## config.mk

```make
export PLATFORM = sky130hd
export DESIGN_NAME = ship_placer_flat
export DESIGN_NICKNAME = d
export VERILOG_FILES = /design/src/rtl/ship_placer_if.sv /design/src/rtl/ship_placer.sv /design/src/flat_wrapper.sv
export SDC_FILE = /design/constraint.sdc
export NUM_CORES = 1
export LEC_CHECK = 0
export BUFFER_PORTS_ARGS = -buffer_cell sky130_fd_sc_hd__buf_2
export CAP_MARGIN = 20
export CORE_ASPECT_RATIO = 1.1
export CORE_MARGIN = 10
export CORE_UTILIZATION = 52
export CTS_BUF_LIST = sky130_fd_sc_hd__clkbuf_2
export DETAILED_ROUTE_END_ITERATION = 7
export PLACE_DENSITY = 0.86
export RECOVER_POWER = 50
export SETUP_SLACK_MARGIN = 0.2
export SYNTH_ARGS = -nofsm -noshare
export SYNTH_HDL_FRONTEND = slang
export SYNTH_SLANG_ARGS = --single-unit
```

## constraint.sdc

```tcl
create_clock -name clk_in -period 4 [get_ports clk_in]
set_input_delay 0.2 -clock clk_in [delete_from_list [all_inputs] [get_ports clk_in]]
set_output_delay 0.2 -clock clk_in [all_outputs]
set_load 0.05 [all_outputs]
```

## src/rtl/ship_placer_if.sv

```systemverilog
// ship_placer_if -- request and grid-access signals of ship_placer.
//
// Request side (environment -> placer):
//   start, cell_x, cell_y, ship_length, direction
// Grid side:
//   pointer_cell_x/y (placer -> grid) : grid address
//   status_pointed_cell (grid -> placer) : read data, one cycle after the pointer changes
//   we, new_value (placer -> grid) : write strobe and data
// Status (placer -> environment):
//   busy, ship_placed, rejected
//
// modport master : environment (requester plus grid memory)
// modport slave  : ship_placer
interface ship_placer_if;
  logic       start;
  logic [3:0] cell_x;
  logic [3:0] cell_y;
  logic [3:0] ship_length;
  logic       direction;
  logic [3:0] pointer_cell_x;
  logic [3:0] pointer_cell_y;
  logic [4:0] status_pointed_cell;
  logic       we;
  logic [4:0] new_value;
  logic       busy;
  logic       ship_placed;
  logic       rejected;

  modport master (
    output start, cell_x, cell_y, ship_length, direction, status_pointed_cell,
    input  pointer_cell_x, pointer_cell_y, we, new_value, busy, ship_placed, rejected
  );

  modport slave (
    input  start, cell_x, cell_y, ship_length, direction, status_pointed_cell,
    output pointer_cell_x, pointer_cell_y, we, new_value, busy, ship_placed, rejected
  );
endinterface

```

## src/rtl/ship_placer.sv

```systemverilog
// ship_placer -- places a straight ship of ship_length cells on a square grid.
//
// A request is bounds-checked at the start edge; every cell is then read back
// from the grid (address cycle + evaluate cycle per cell). If all cells are
// free, each cell is written with CELL_PLAYER_OCC, one per cycle, in order,
// and ship_placed pulses. Any failure pulses rejected without writing.
//
// Ports:
//   clk_in : clock, rising edge
//   rst_n  : asynchronous active-low reset
//   abort  : (only with SHIP_PLACER_ABORT_EN) cancel an operation, back to IDLE
//   bus    : ship_placer_if.slave -- request, grid access and status signals
//
// Optional feature macro: SHIP_PLACER_ABORT_EN
module ship_placer #(
  parameter int         GRID_SIZE       = 10,
  parameter logic [4:0] CELL_FREE       = 5'd0,
  parameter logic [4:0] CELL_PLAYER_OCC = 5'd1
) (
  input logic          clk_in,
  input logic          rst_n,
`ifdef SHIP_PLACER_ABORT_EN
  input logic          abort,
`endif
  ship_placer_if.slave bus
);

  typedef enum logic [2:0] {
    IDLE,
    CHK_ADDR,
    CHK_EVAL,
    WRITE,
    DONE,
    REJECT
  } state_t;

  state_t     state;
  state_t     state_nxt;
  logic [3:0] idx;
  logic [3:0] idx_nxt;
  logic [3:0] ptr_x;
  logic [3:0] ptr_y;
  logic [3:0] ptr_x_nxt;
  logic [3:0] ptr_y_nxt;
  logic       latch_en;
  logic       wr;

  // Request captured at the start edge; the raw inputs are ignored afterwards.
  logic [3:0] org_x;
  logic [3:0] org_y;
  logic [3:0] len;
  logic       dir;

  // 5-bit arithmetic so origin + length cannot wrap.
  function automatic logic out_of_bounds(input logic [3:0] x, input logic [3:0] y,
                                         input logic [3:0] l, input logic d);
    logic [4:0] along;
    logic [4:0] other;
    logic [4:0] lim;
    lim   = 5'(GRID_SIZE);
    along = d ? {1'b0, y} : {1'b0, x};
    other = d ? {1'b0, x} : {1'b0, y};
    return (l == 4'd0) || ((along + {1'b0, l}) > lim) || (other >= lim);
  endfunction

  always_ff @(posedge clk_in or negedge rst_n) begin
    if (!rst_n) begin
      state <= IDLE;
      idx   <= 4'd0;
      ptr_x <= 4'd0;
      ptr_y <= 4'd0;
    end else begin
      state <= state_nxt;
      idx   <= idx_nxt;
      ptr_x <= ptr_x_nxt;
      ptr_y <= ptr_y_nxt;
    end
  end

  always_ff @(posedge clk_in) begin
    if (latch_en) begin
      org_x <= bus.cell_x;
      org_y <= bus.cell_y;
      len   <= bus.ship_length;
      dir   <= bus.direction;
    end
  end

  always_comb begin
    state_nxt = state;
    idx_nxt   = idx;
    ptr_x_nxt = ptr_x;
    ptr_y_nxt = ptr_y;
    latch_en  = 1'b0;
    case (state)
      IDLE: begin
        if (bus.start) begin
          latch_en = 1'b1;
          // Bounds are judged on the live inputs so REJECT lands in cycle 1.
          if (out_of_bounds(bus.cell_x, bus.cell_y, bus.ship_length, bus.direction)) begin
            state_nxt = REJECT;
          end else begin
            state_nxt = CHK_ADDR;
            idx_nxt   = 4'd0;
            ptr_x_nxt = bus.cell_x;
            ptr_y_nxt = bus.cell_y;
          end
        end
      end
      CHK_ADDR: state_nxt = CHK_EVAL;
      CHK_EVAL: begin
        if (bus.status_pointed_cell != CELL_FREE) begin
          state_nxt = REJECT;
        end else if (idx == len - 4'd1) begin
          // All cells free: rewind the pointer to the origin for the write pass.
          state_nxt = WRITE;
          idx_nxt   = 4'd0;
          ptr_x_nxt = org_x;
          ptr_y_nxt = org_y;
        end else begin
          state_nxt = CHK_ADDR;
          idx_nxt   = idx + 4'd1;
          ptr_x_nxt = dir ? org_x : org_x + idx_nxt;
          ptr_y_nxt = dir ? org_y + idx_nxt : org_y;
        end
      end
      WRITE: begin
        if (idx == len - 4'd1) begin
          state_nxt = DONE;
        end else begin
          idx_nxt   = idx + 4'd1;
          ptr_x_nxt = dir ? org_x : org_x + idx_nxt;
          ptr_y_nxt = dir ? org_y + idx_nxt : org_y;
        end
      end
      DONE:    state_nxt = IDLE;
      REJECT:  state_nxt = IDLE;
      default: state_nxt = IDLE;
    endcase
`ifdef SHIP_PLACER_ABORT_EN
    if (abort && (state != IDLE)) begin
      state_nxt = IDLE;
      idx_nxt   = idx;
      ptr_x_nxt = ptr_x;
      ptr_y_nxt = ptr_y;
      latch_en  = 1'b0;
    end
`endif
  end

  // Strobes decode straight from the state so reset clears them immediately.
  assign wr                 = (state == WRITE);
  assign bus.we             = wr;
  assign bus.new_value      = wr ? CELL_PLAYER_OCC : 5'd0;
  assign bus.pointer_cell_x = ptr_x;
  assign bus.pointer_cell_y = ptr_y;
  assign bus.busy           = (state != IDLE);
  assign bus.ship_placed    = (state == DONE);
  assign bus.rejected       = (state == REJECT);

endmodule

```

## src/flat_wrapper.sv

```systemverilog
// flat-port wrapper written by rule: the top's interface ports become plain ports
module ship_placer_flat 
#(
  parameter int         GRID_SIZE       = 10,
  parameter logic [4:0] CELL_FREE       = 5'd0,
  parameter logic [4:0] CELL_PLAYER_OCC = 5'd1
)
  (clk_in, rst_n, bus_start, bus_cell_x, bus_cell_y, bus_ship_length, bus_direction, bus_status_pointed_cell, bus_pointer_cell_x, bus_pointer_cell_y, bus_we, bus_new_value, bus_busy, bus_ship_placed, bus_rejected);
  ship_placer_if bus_i ();
  input logic clk_in;
  input logic rst_n;
  input wire logic [$bits(bus_i.start)-1:0] bus_start;
  input wire logic [$bits(bus_i.cell_x)-1:0] bus_cell_x;
  input wire logic [$bits(bus_i.cell_y)-1:0] bus_cell_y;
  input wire logic [$bits(bus_i.ship_length)-1:0] bus_ship_length;
  input wire logic [$bits(bus_i.direction)-1:0] bus_direction;
  input wire logic [$bits(bus_i.status_pointed_cell)-1:0] bus_status_pointed_cell;
  output wire logic [$bits(bus_i.pointer_cell_x)-1:0] bus_pointer_cell_x;
  output wire logic [$bits(bus_i.pointer_cell_y)-1:0] bus_pointer_cell_y;
  output wire logic [$bits(bus_i.we)-1:0] bus_we;
  output wire logic [$bits(bus_i.new_value)-1:0] bus_new_value;
  output wire logic [$bits(bus_i.busy)-1:0] bus_busy;
  output wire logic [$bits(bus_i.ship_placed)-1:0] bus_ship_placed;
  output wire logic [$bits(bus_i.rejected)-1:0] bus_rejected;
  assign bus_i.start = bus_start;
  assign bus_i.cell_x = bus_cell_x;
  assign bus_i.cell_y = bus_cell_y;
  assign bus_i.ship_length = bus_ship_length;
  assign bus_i.direction = bus_direction;
  assign bus_i.status_pointed_cell = bus_status_pointed_cell;
  assign bus_pointer_cell_x = bus_i.pointer_cell_x;
  assign bus_pointer_cell_y = bus_i.pointer_cell_y;
  assign bus_we = bus_i.we;
  assign bus_new_value = bus_i.new_value;
  assign bus_busy = bus_i.busy;
  assign bus_ship_placed = bus_i.ship_placed;
  assign bus_rejected = bus_i.rejected;
  ship_placer #(.GRID_SIZE(GRID_SIZE), .CELL_FREE(CELL_FREE), .CELL_PLAYER_OCC(CELL_PLAYER_OCC)) u_core (.clk_in(clk_in), .rst_n(rst_n), .bus(bus_i));
endmodule
```

==> results of run 1 <==
-- kinds of logic (layout without fill, tap and decap cells) --
group | Yosys count | after routing | synth area share, %
AND/OR/NAND/NOR | 54 | 54 | 13.7
AO/OA/AOI/OAI | 49 | 49 | 19.0
flip-flops | 28 | 28 | 40.4
buffers and inverters | 24 | 52 | 5.87
adder cells (fa/ha/maj) | 15 | 15 | 11.1
XOR/XNOR | 12 | 12 | 6.27
multiplexers | 6 | 6 | 3.56
other | 1 | 4 | 0.198
-- registers in the layout (all words and copies together), names as in the netlist --
signal	count
u_core.org_x	4
u_core.org_y	4
u_core.state	3
u_core.len	4
u_core.dir	1
u_core.idx	4
u_core.bus.pointer_cell_y	4
u_core.bus.pointer_cell_x	4
-- stage by stage --
stage | worst slack (ps) | hold WS, ps
after floorplan | 1190 | -95.6
after global placement | 1020 | 127
after detailed placement | 983 | 130
after CTS | 1400 | 12.1
after global routing | 1090 | 51.8
final | 1260 | 64.5
-- routing by layer --
metal / up-vias / share of wire, % / track usage [%]
met5: - / 0 / 0
met4: 0 / 1.6 / 5.28
met3: 5 / 5.7 / 1.94
met2: 59 / 47 / 23.5
met1: 707 / 46 / 17.6
li1: 741 / - / -
-- critical path: stages --
cell	delay [ps]
clkbuf_1	270
mux2_2	380
ha_1	210
fa_1	410
a21o_1	170
a2111o_1	430
a211oi_2	240
o2bb2ai_2	230
inv_2	160
mux2_2	340
-- worst max path at each step --
stage                             start                                        to  cells after the start
after floorplan           bus_direction  u_core.bus.pointer_cell_y[0]$_DFFE_PN0P_                     10
after global placement    bus_direction  u_core.bus.pointer_cell_y[1]$_DFFE_PN0P_                     10
after detailed placement  bus_direction  u_core.bus.pointer_cell_y[1]$_DFFE_PN0P_                     10
after CTS                 bus_direction  u_core.bus.pointer_cell_y[0]$_DFFE_PN0P_                     10
after global routing      bus_direction  u_core.bus.pointer_cell_y[1]$_DFFE_PN0P_                     10
final                     bus_direction  u_core.bus.pointer_cell_y[0]$_DFFE_PN0P_                     10
-- cell usage after synthesis, types with 4 or more instances --
cell / number / area [sq um]
ha_1: 12 / 150
o21ai_0: 14 / 70.1
nand2_1: 16 / 60.1
buf_4: 5 / 37.5
xnor2_1: 4 / 35.0
a21oi_1: 5 / 25.0
nor3_1: 4 / 20.0
mux2_2: 6 / 67.6
edfxtp_1: 13 / 390
nor2_1: 18 / 67.6
o211ai_1: 4 / 30.0
clkbuf_1: 4 / 15.0
dfrtp_1: 15 / 375
xor2_1: 7 / 61.3
inv_1: 12 / 45.0
-- cell type report --
cell class | count | area share, %
clock buffer | 3 | 0.720
clock inverter | 1 | 0.180
inverter | 13 | 2.34
multi-input combinational | 140 | 49.4
sequential | 28 | 36.7
tap | 48 | 2.88
timing repair buffer | 35 | 7.74
-- power groups by stage --
stage / Sequential, W / Combinational [W] / Clock (W)
floorplan: 0.000580 / 0.000563 / 0
global placement: 0.000474 / 0.000836 / 0
detailed placement: 0.000478 / 0.000862 / 0
CTS: 0.000471 / 0.000867 / 0.000107
global route: 0.000483 / 0.000956 / 0.000117
finish: 0.000470 / 0.000864 / 0.000104
-- repair_timing --
| action | CTS | global route |
|---|---|---|
| hold buffers | 1 | 0 |
| endpoints found under the hold margin | 15 | 0 |
| resized for setup | 0 | 0 |
| endpoints found under the setup margin | 0 | 0 |
==> results.sh, run 1 <==
export IMPL_outcome="complete, no violations"
export IMPL_worst_slew_pin_slew_ps=873
export IMPL_rr_startpoint="u_core.len[0]$_DFFE_PP_"
export IMPL_synthCells=189
export IMPL_postLayoutCoreUtil_pct=61.1
export IMPL_p_total_w=0.00144
export IMPL_die_w_microns=77.6
export IMPL_regArea_sq_um=766
export IMPL_ys_ff_latch=28
export IMPL_dp_hpwl_microns=3500
export IMPL_p_leak_nw=0.892
export IMPL_grt_max_degree=19
export IMPL_grtUsageTotal_pct=14.0
export IMPL_fmax_mhz=364
export IMPL_internal_power_w=0.000693
export IMPL_dp_cells=262
export IMPL_numPortBuffers=33
export IMPL_antenna_cells=0
export IMPL_p_seq_share_pct=32.7
export IMPL_multi_input_area_sq_um=1030
export IMPL_fin_area_sq_um=2090
export IMPL_most_common_layout_cells="clkbuf_1 (20), nor2_1 (18), nand2_1 (16)"
export IMPL_grt_pass1_wl_microns=7540
export IMPL_cts_root_buf="clkbuf_2"
export IMPL_reg2regPathDepth=7
export IMPL_first_pass_iters=4
export IMPL_period_share_pct=68.6
export IMPL_cts_tree="done"
export IMPL_cp_start_kind="input pin"
export IMPL_drc=0
export IMPL_p_sw_share_pct=51.8
export IMPL_switching_power_w=0.000745
export IMPL_coreArea_sq_um=3410
export IMPL_clk_pin_slew_worst_paths_ps=250
export IMPL_hold_end="u_core.len[3]$_DFFE_PP_"
export IMPL_vdd_drop_max_uv=414
export IMPL_drtAntennaViolNets=0
export IMPL_layout_commonest_cell="clkbuf_1"
export IMPL_finalHoldViolCount=0
export IMPL_hp_class="in -> reg"
export IMPL_post_cts_buffers=0
export IMPL_antenna_found_initial=0
export IMPL_synth_flop_cell="dfrtp_1"
export IMPL_finalSetupViolations=0
export IMPL_synth_area_sq_um=1900
export IMPL_end_kind="flop"
export IMPL_synth_seq_area_share_pct=40.4
export IMPL_ys_types=51
export IMPL_combPwrFrac_pct=60.1
export IMPL_clock_latency_ps=360
export IMPL_fin_cells=268
export IMPL_maxSlewViolCount=0
export IMPL_io_pin_count=38
export IMPL_place_congestion=0.861
export IMPL_async_reset_ff_share_pct=53.6
export IMPL_path_class="in -> reg"
export IMPL_rsz0062_at_grt="no"
export IMPL_arrival_ps=3040
export IMPL_nFillCells=334
export IMPL_numCtsBuffers=3
export IMPL_avgRoutedWirePerCell_microns=16.5
export IMPL_drive_gt1_share_pct=14.1
export IMPL_period_needed_ps=2740
export IMPL_totalWireLength_microns=4420
export IMPL_grt_pass1_vias=1606
export IMPL_relSlewSlack_pct=41.5
export IMPL_num_rows=22
export IMPL_yosysWarningCount=0
export IMPL_dieArea_sq_um=6470
export IMPL_worstHoldStart="bus_ship_length[3]"
export IMPL_synth_area_per_cell_sq_um=10.0
export IMPL_chipHeight_microns=83.3
export IMPL_start_util_pct=55.6
export IMPL_power_frac_clock_pct=7.3
export IMPL_drt_iter0_drc=175
export IMPL_crit_required_ps=4290
export IMPL_fin_nets=257
export IMPL_postPlaceCellArea_sq_um=2070
export IMPL_rr_endpoint="u_core.bus.pointer_cell_y[1]$_DFFE_PN0P_"
export IMPL_synth_edf_count=13
export IMPL_area_growth_pct=9.96
export IMPL_fin_tns_setup_ps=0
export IMPL_via_per_inst=5.64
export IMPL_crit_fanout=18
export IMPL_clockBufferDepth=2
export IMPL_htree_levels=1
export IMPL_powerDensity_nw_per_um2=689
export IMPL_cts_sinks=28
export IMPL_hold_depth=1
export IMPL_skew_ps=2.58
export IMPL_vias=1512
export IMPL_r2r_slack_ps=1520
export IMPL_overflow=0
export IMPL_maxCapViolations=0
Note: power is estimated with default switching activity, not from simulation.
==> inputs of run 2 (changes only) <==
--- a/config.mk
+++ b/config.mk
@@ -9,10 +9,10 @@
 export CAP_MARGIN = 20
 export CORE_ASPECT_RATIO = 1.1
 export CORE_MARGIN = 10
-export CORE_UTILIZATION = 52
+export CORE_UTILIZATION = 51
 export CTS_BUF_LIST = sky130_fd_sc_hd__clkbuf_2
 export DETAILED_ROUTE_END_ITERATION = 7
-export PLACE_DENSITY = 0.86
+export PLACE_DENSITY = 0.88
 export RECOVER_POWER = 50
 export SETUP_SLACK_MARGIN = 0.2
 export SYNTH_ARGS = -nofsm -noshare
==> constraint.sdc (replaced) <==
create_clock -name clk_in -period 2.5 [get_ports clk_in]
set_input_delay 0.125 -clock clk_in [delete_from_list [all_inputs] [get_ports clk_in]]
set_output_delay 0.125 -clock clk_in [all_outputs]
set_load 0.05 [all_outputs]
==> run 2 against run 1 <==
Against the previous run:
- die area grew 1.5%
- worst hold slack worse by 41 ps
- largest cell class unchanged
- utilization increased by 3.6 points
- power grew 74%
- design area is 12% higher
- wire length up 14%
- highest routed layer unchanged
- sequential power is 57% higher
==> results.sh, run 2 (synthesized netlist as in run 1, its figures left out) <==
export IMPL_outcome="complete, no violations"
export IMPL_maxSlewViolCount=0
export IMPL_io_pin_count=38
export IMPL_fmax_mhz=421
export IMPL_drc=0
export IMPL_relSlewSlack_pct=42.2
export IMPL_coreArea_sq_um=3630
export IMPL_drtAntennaViolNets=0
export IMPL_finalSetupViolations=0
export IMPL_postPlaceCellArea_sq_um=2140
export IMPL_dp_cells=271
export IMPL_totalWireLength_microns=5050
export IMPL_drt_iter0_drc=183
export IMPL_grt_pass1_wl_microns=7720
export IMPL_combPwrFrac_pct=63.5
export IMPL_end_kind="flop"
export IMPL_num_rows=23
export IMPL_cts_sinks=28
export IMPL_grt_pass1_vias=1629
export IMPL_fin_cells=293
export IMPL_via_per_inst=5.74
export IMPL_period_share_pct=95.0
export IMPL_antenna_cells=0
export IMPL_antenna_found_initial=0
export IMPL_maxCapViolations=0
export IMPL_fin_nets=280
export IMPL_dp_hpwl_microns=3690
export IMPL_clockBufferDepth=2
export IMPL_cts_root_buf="clkbuf_2"
export IMPL_period_needed_ps=2380
export IMPL_htree_levels=1
export IMPL_finalHoldViolCount=0
export IMPL_drive_gt1_share_pct=19.8
export IMPL_skew_ps=18.4
export IMPL_crit_required_ps=2820
export IMPL_worst_slew_pin_slew_ps=867
export IMPL_area_growth_pct=23.7
export IMPL_numCtsBuffers=3
export IMPL_arrival_ps=2700
export IMPL_grt_max_degree=16
export IMPL_most_common_layout_cells="clkbuf_1 (20), nor2_1 (18), nand2_1 (16)"
export IMPL_layout_commonest_cell="clkbuf_1"
export IMPL_switching_power_w=0.00128
export IMPL_first_pass_iters=4
export IMPL_vias=1682
export IMPL_p_leak_nw=1.00
export IMPL_numPortBuffers=33
export IMPL_vdd_drop_max_uv=412
export IMPL_fin_tns_setup_ps=0
export IMPL_cp_start_kind="input pin"
export IMPL_clock_latency_ps=390
export IMPL_crit_fanout=7
export IMPL_path_class="in -> reg"
export IMPL_die_w_microns=78.1
export IMPL_powerDensity_nw_per_um2=1070
export IMPL_chipHeight_microns=84.0
export IMPL_hp_class="in -> reg"
export IMPL_internal_power_w=0.00123
export IMPL_place_congestion=0.870
export IMPL_fin_area_sq_um=2350
export IMPL_cts_tree="done"
export IMPL_p_seq_share_pct=29.3
export IMPL_overflow=0
export IMPL_p_sw_share_pct=51.0
export IMPL_power_frac_clock_pct=7.2
export IMPL_dieArea_sq_um=6560
export IMPL_rsz0062_at_grt="yes"
export IMPL_start_util_pct=52.3
export IMPL_p_total_w=0.00251
export IMPL_grtUsageTotal_pct=14.1
export IMPL_avgRoutedWirePerCell_microns=17.2
export IMPL_clk_pin_slew_worst_paths_ps=290
run 2: cell count changes in the layout (fill, tap and decap cells not counted), sizes merged:
cell         before  now
buf              14   25
dlygate4sd3       1   13
run 2: area by class of cell:
type | instances | area (sq um)
inverter | 13 | 48.8
multi-input combinational | 140 | 1090
sequential | 28 | 766
tap | 50 | 62.6
fill | 300 | 1280
clock inverter | 1 | 3.75
clock buffer | 3 | 15.0
timing repair buffer | 58 | 363
run 2: worst paths after layout:
| check | cells after the start | start | slack [ps] | end |
|---|---|---|---|---|
| max in group asynchronous | 2 | rst_n | 1670 | u_core.idx[1]$_DFFE_PN0P_ |
| worst min register to register | 2 | u_core.bus.pointer_cell_x[2]$_DFFE_PN0P_ | 520 | u_core.bus.pointer_cell_x[2]$_DFFE_PN0P_ |
| worst min-delay path | 2 | bus_start | 20 | u_core.state[2]$_DFFE_PN0P_ |
| worst max register to register | 11 | u_core.idx[0]$_DFFE_PN0P_ | 210 | u_core.bus.pointer_cell_x[2]$_DFFE_PN0P_ |
| min in group asynchronous | 2 | rst_n | 300 | u_core.idx[0]$_DFFE_PN0P_ |
| worst max-delay path | 10 | bus_ship_length[1] | 120 | u_core.idx[2]$_DFFE_PN0P_ |
run 2: per-stage QoR:
stage,hold slack [ps],setup slack [ps],utilization [%]
after floorplan,-171,77.9,-
after global placement,48.8,16.9,59.1
after detailed placement,51.3,-59.5,59.1
after CTS,33.7,235,63.5
after global routing,1.41,129,64.7
final,24.0,124,64.7
run 2: timing repair:
item / CTS / global route
resized for setup: 1 / 7
gates cloned: 0 / 1
buffers inserted: 1 / 3
hold buffers: 13 / 0
hold endpoints to repair: 27 / 0
pin swaps: 0 / 5
setup endpoints to repair: 1 / 7
run 2: metal layers:
| metal | part of all wire, % | GRT usage (%) | vias up |
|---|---|---|---|
| li1 | - | - | 789 |
| met1 | 40 | 16.1 | 807 |
| met2 | 50 | 24.9 | 72 |
| met3 | 7.4 | 2.91 | 14 |
| met4 | 3.0 | 5.55 | 0 |
| met5 | 0 | 0 | - |
run 2: power by group through the flow:
stage / Combinational, W / Clock [W] / Sequential, W
final: 0.00159 / 0.000180 / 0.000736
after global routing: 0.00172 / 0.000197 / 0.000753
after CTS: 0.00150 / 0.000177 / 0.000734
after detailed placement: 0.00146 / 0 / 0.000754
after global placement: 0.00142 / 0 / 0.000749
after floorplan: 0.000906 / 0 / 0.000928
run 2: worst max-delay path, cell delays in order:
cell	delay, ps
dlygate4sd3_1	530
clkbuf_1	160
fa_2	390
a21o_1	170
a2111o_1	440
a211oi_2	330
o2bb2ai_4	130
buf_6	150
o21ai_0	180
o21ai_1	90
==> inputs of run 3 (changes only) <==
--- a/config.mk
+++ b/config.mk
@@ -11,9 +11,10 @@
 export CORE_MARGIN = 10
 export CORE_UTILIZATION = 51
 export CTS_BUF_LIST = sky130_fd_sc_hd__clkbuf_2
+export CTS_CLUSTER_SIZE = 30
 export DETAILED_ROUTE_END_ITERATION = 7
 export PLACE_DENSITY = 0.88
-export RECOVER_POWER = 50
+export RECOVER_POWER = 25
 export SETUP_SLACK_MARGIN = 0.2
 export SYNTH_ARGS = -nofsm -noshare
 export SYNTH_HDL_FRONTEND = slang
==> run 3 against run 2 <==
Against the previous run:
- die area did not move
- sequential cell count did not move
- global-route usage did not move
- worst hold slack improved by 7.7 ps
- wire length rose by 0.24%
- sequential power barely moved
- worst setup slack improved by 14 ps
- power rose by 0.56%
==> results.sh, run 3 (synthesized netlist as in run 1, its figures left out) <==
export IMPL_powerDensity_nw_per_um2=1070
export IMPL_end_kind="flop"
export IMPL_finalHoldViolCount=0
export IMPL_drive_gt1_share_pct=26.7
export IMPL_antenna_cells=0
export IMPL_coreArea_sq_um=3630
export IMPL_drt_iter0_drc=172
export IMPL_dr_wl_met3_microns=355
export IMPL_maxCapViolations=0
export IMPL_clockBufferDepth=2
export IMPL_crit_slowest_cell="dlygate4sd3_1"
export IMPL_cp_start_kind="input pin"
export IMPL_antenna_found_initial=0
export IMPL_worst_slack_ps=138
export IMPL_path_class="in -> reg"
export IMPL_fin_nets=280
export IMPL_highest_layer="met4"
export IMPL_postPlaceCellArea_sq_um=2140
export IMPL_regArea_sq_um=766
export IMPL_place_congestion=0.870
export IMPL_path_delay_family="compound AO/OA/AOI/OAI gates"
export IMPL_via_per_inst=5.69
export IMPL_multi_input_area_sq_um=1090
export IMPL_first_pass_iters=4
export IMPL_p_leak_nw=1.05
export IMPL_grt_pass1_vias=1629
export IMPL_period_share_pct=94.5
export IMPL_num_rows=23
export IMPL_outcome="complete, no violations"
export IMPL_critical_path_buf_inv_count=3
export IMPL_clock_latency_ps=380
export IMPL_clk_pin_slew_worst_paths_ps=280
export IMPL_slowest_delay_ps=530
export IMPL_finalSetupViolations=0
export IMPL_area_growth_pct=24.8
export IMPL_vias=1667
export IMPL_numPortBuffers=33
export IMPL_nFillCells=287
export IMPL_most_common_layout_cells="buf_2 (32), nor2_1 (18), nand2_1 (16)"
export IMPL_worst_slew_pin_slew_ps=852
export IMPL_wl_met1_microns=2050
export IMPL_htree_levels=1
export IMPL_relSlewSlack_pct=43.2
export IMPL_dieArea_sq_um=6560
export IMPL_vdd_drop_max_uv=404
export IMPL_crit_required_ps=2810
export IMPL_pre_cts_ws_ps=-59.5
export IMPL_fin_area_sq_um=2370
export IMPL_fin_tns_setup_ps=0
export IMPL_cts_root_buf="clkbuf_2"
export IMPL_postLayoutCoreUtil_pct=65.3
export IMPL_drc=0
export IMPL_numCtsBuffers=3
export IMPL_path_cells="dlygate4sd3_1, buf_2, fa_2, a21o_1, a2111o_1, a211oi_2, o2bb2ai_4, buf_6, o21ai_0, o21ai_1"
export IMPL_grtUsageTotal_pct=14.1
export IMPL_grt_max_degree=16
export IMPL_drtAntennaViolNets=0
export IMPL_chipHeight_microns=84.0
export IMPL_layout_commonest_cell="buf_2"
export IMPL_rsz0062_at_grt="yes"
export IMPL_start_util_pct=52.3
export IMPL_cts_tree="done"
export IMPL_avgRoutedWirePerCell_microns=17.3
export IMPL_cts_sinks=28
export IMPL_grt_pass1_wl_microns=7720
export IMPL_fmax_mhz=423
export IMPL_overflow=0
export IMPL_crit_fanout=7
export IMPL_skew_ps=8.77
export IMPL_arrival_ps=2670
export IMPL_totalWireLength_microns=5060
export IMPL_io_pin_count=38
export IMPL_hp_class="in -> reg"
export IMPL_die_w_microns=78.1
export IMPL_period_needed_ps=2360
export IMPL_holdWs_ps=31.7
export IMPL_maxSlewViolCount=0
export IMPL_wl_met2_microns=2520
export IMPL_dp_hpwl_microns=3690
-- run 3: timing repair --
item                                    4_1_cts  5_1_grt
endpoints found under the setup margin        1        7
resized for setup                             1        7
gates cloned                                  0        1
endpoints found under the hold margin        27        0
setup buffers                                 1        3
pin swaps                                     0        5
hold buffers                                 13        0
-- run 3: layout make-up --
type / instances / area share, %
Clock inverter: 1 / 0.159
Timing Repair Buffer: 58 / 16.2
Sequential cell: 28 / 32.3
Clock buffer: 3 / 0.634
Tap cell: 50 / 2.64
Multi-Input combinational cell: 140 / 45.9
Inverter: 13 / 2.06
-- run 3: report_power, final --
| part | internal (W) | switching (W) |
|---|---|---|
| combinational | 0.000581 | 0.00103 |
| clock | 0.0000347 | 0.000143 |
| sequential | 0.000630 | 0.000105 |
| total | 0.00125 | 0.00128 |
-- run 3: layer usage --
metal / GRT usage [%] / vias to the layer above
met1: 16.1 / 795
met4: 5.55 / 0
met2: 24.9 / 70
li1: - / 790
met3: 2.91 / 12
met5: 0 / -
-- run 3: worst paths after layout --
kind                            slack, ps                                        to  cells past startpoint                                     start
worst min register to register        510  u_core.bus.pointer_cell_x[2]$_DFFE_PN0P_                      2  u_core.bus.pointer_cell_x[2]$_DFFE_PN0P_
min in group asynchronous             300  u_core.bus.pointer_cell_y[2]$_DFFE_PN0P_                      2                                     rst_n
worst min-delay path                   30               u_core.state[2]$_DFFE_PN0P_                      2                                 bus_start
worst max-delay path                  140                 u_core.idx[2]$_DFFE_PN0P_                     10                        bus_ship_length[1]
max in group asynchronous            1680                 u_core.idx[1]$_DFFE_PN0P_                      2                                     rst_n
worst max register to register        250  u_core.bus.pointer_cell_x[0]$_DFFE_PN0P_                      9                   u_core.len[0]$_DFFE_PP_
-- run 3: stage by stage --
step / instances / total power (W)
final: 293 / 0.00252
after global routing: 293 / 0.00268
after CTS: 289 / 0.00241
after detailed placement: 271 / 0.00222
after global placement: 271 / 0.00217
after floorplan: 192 / 0.00183
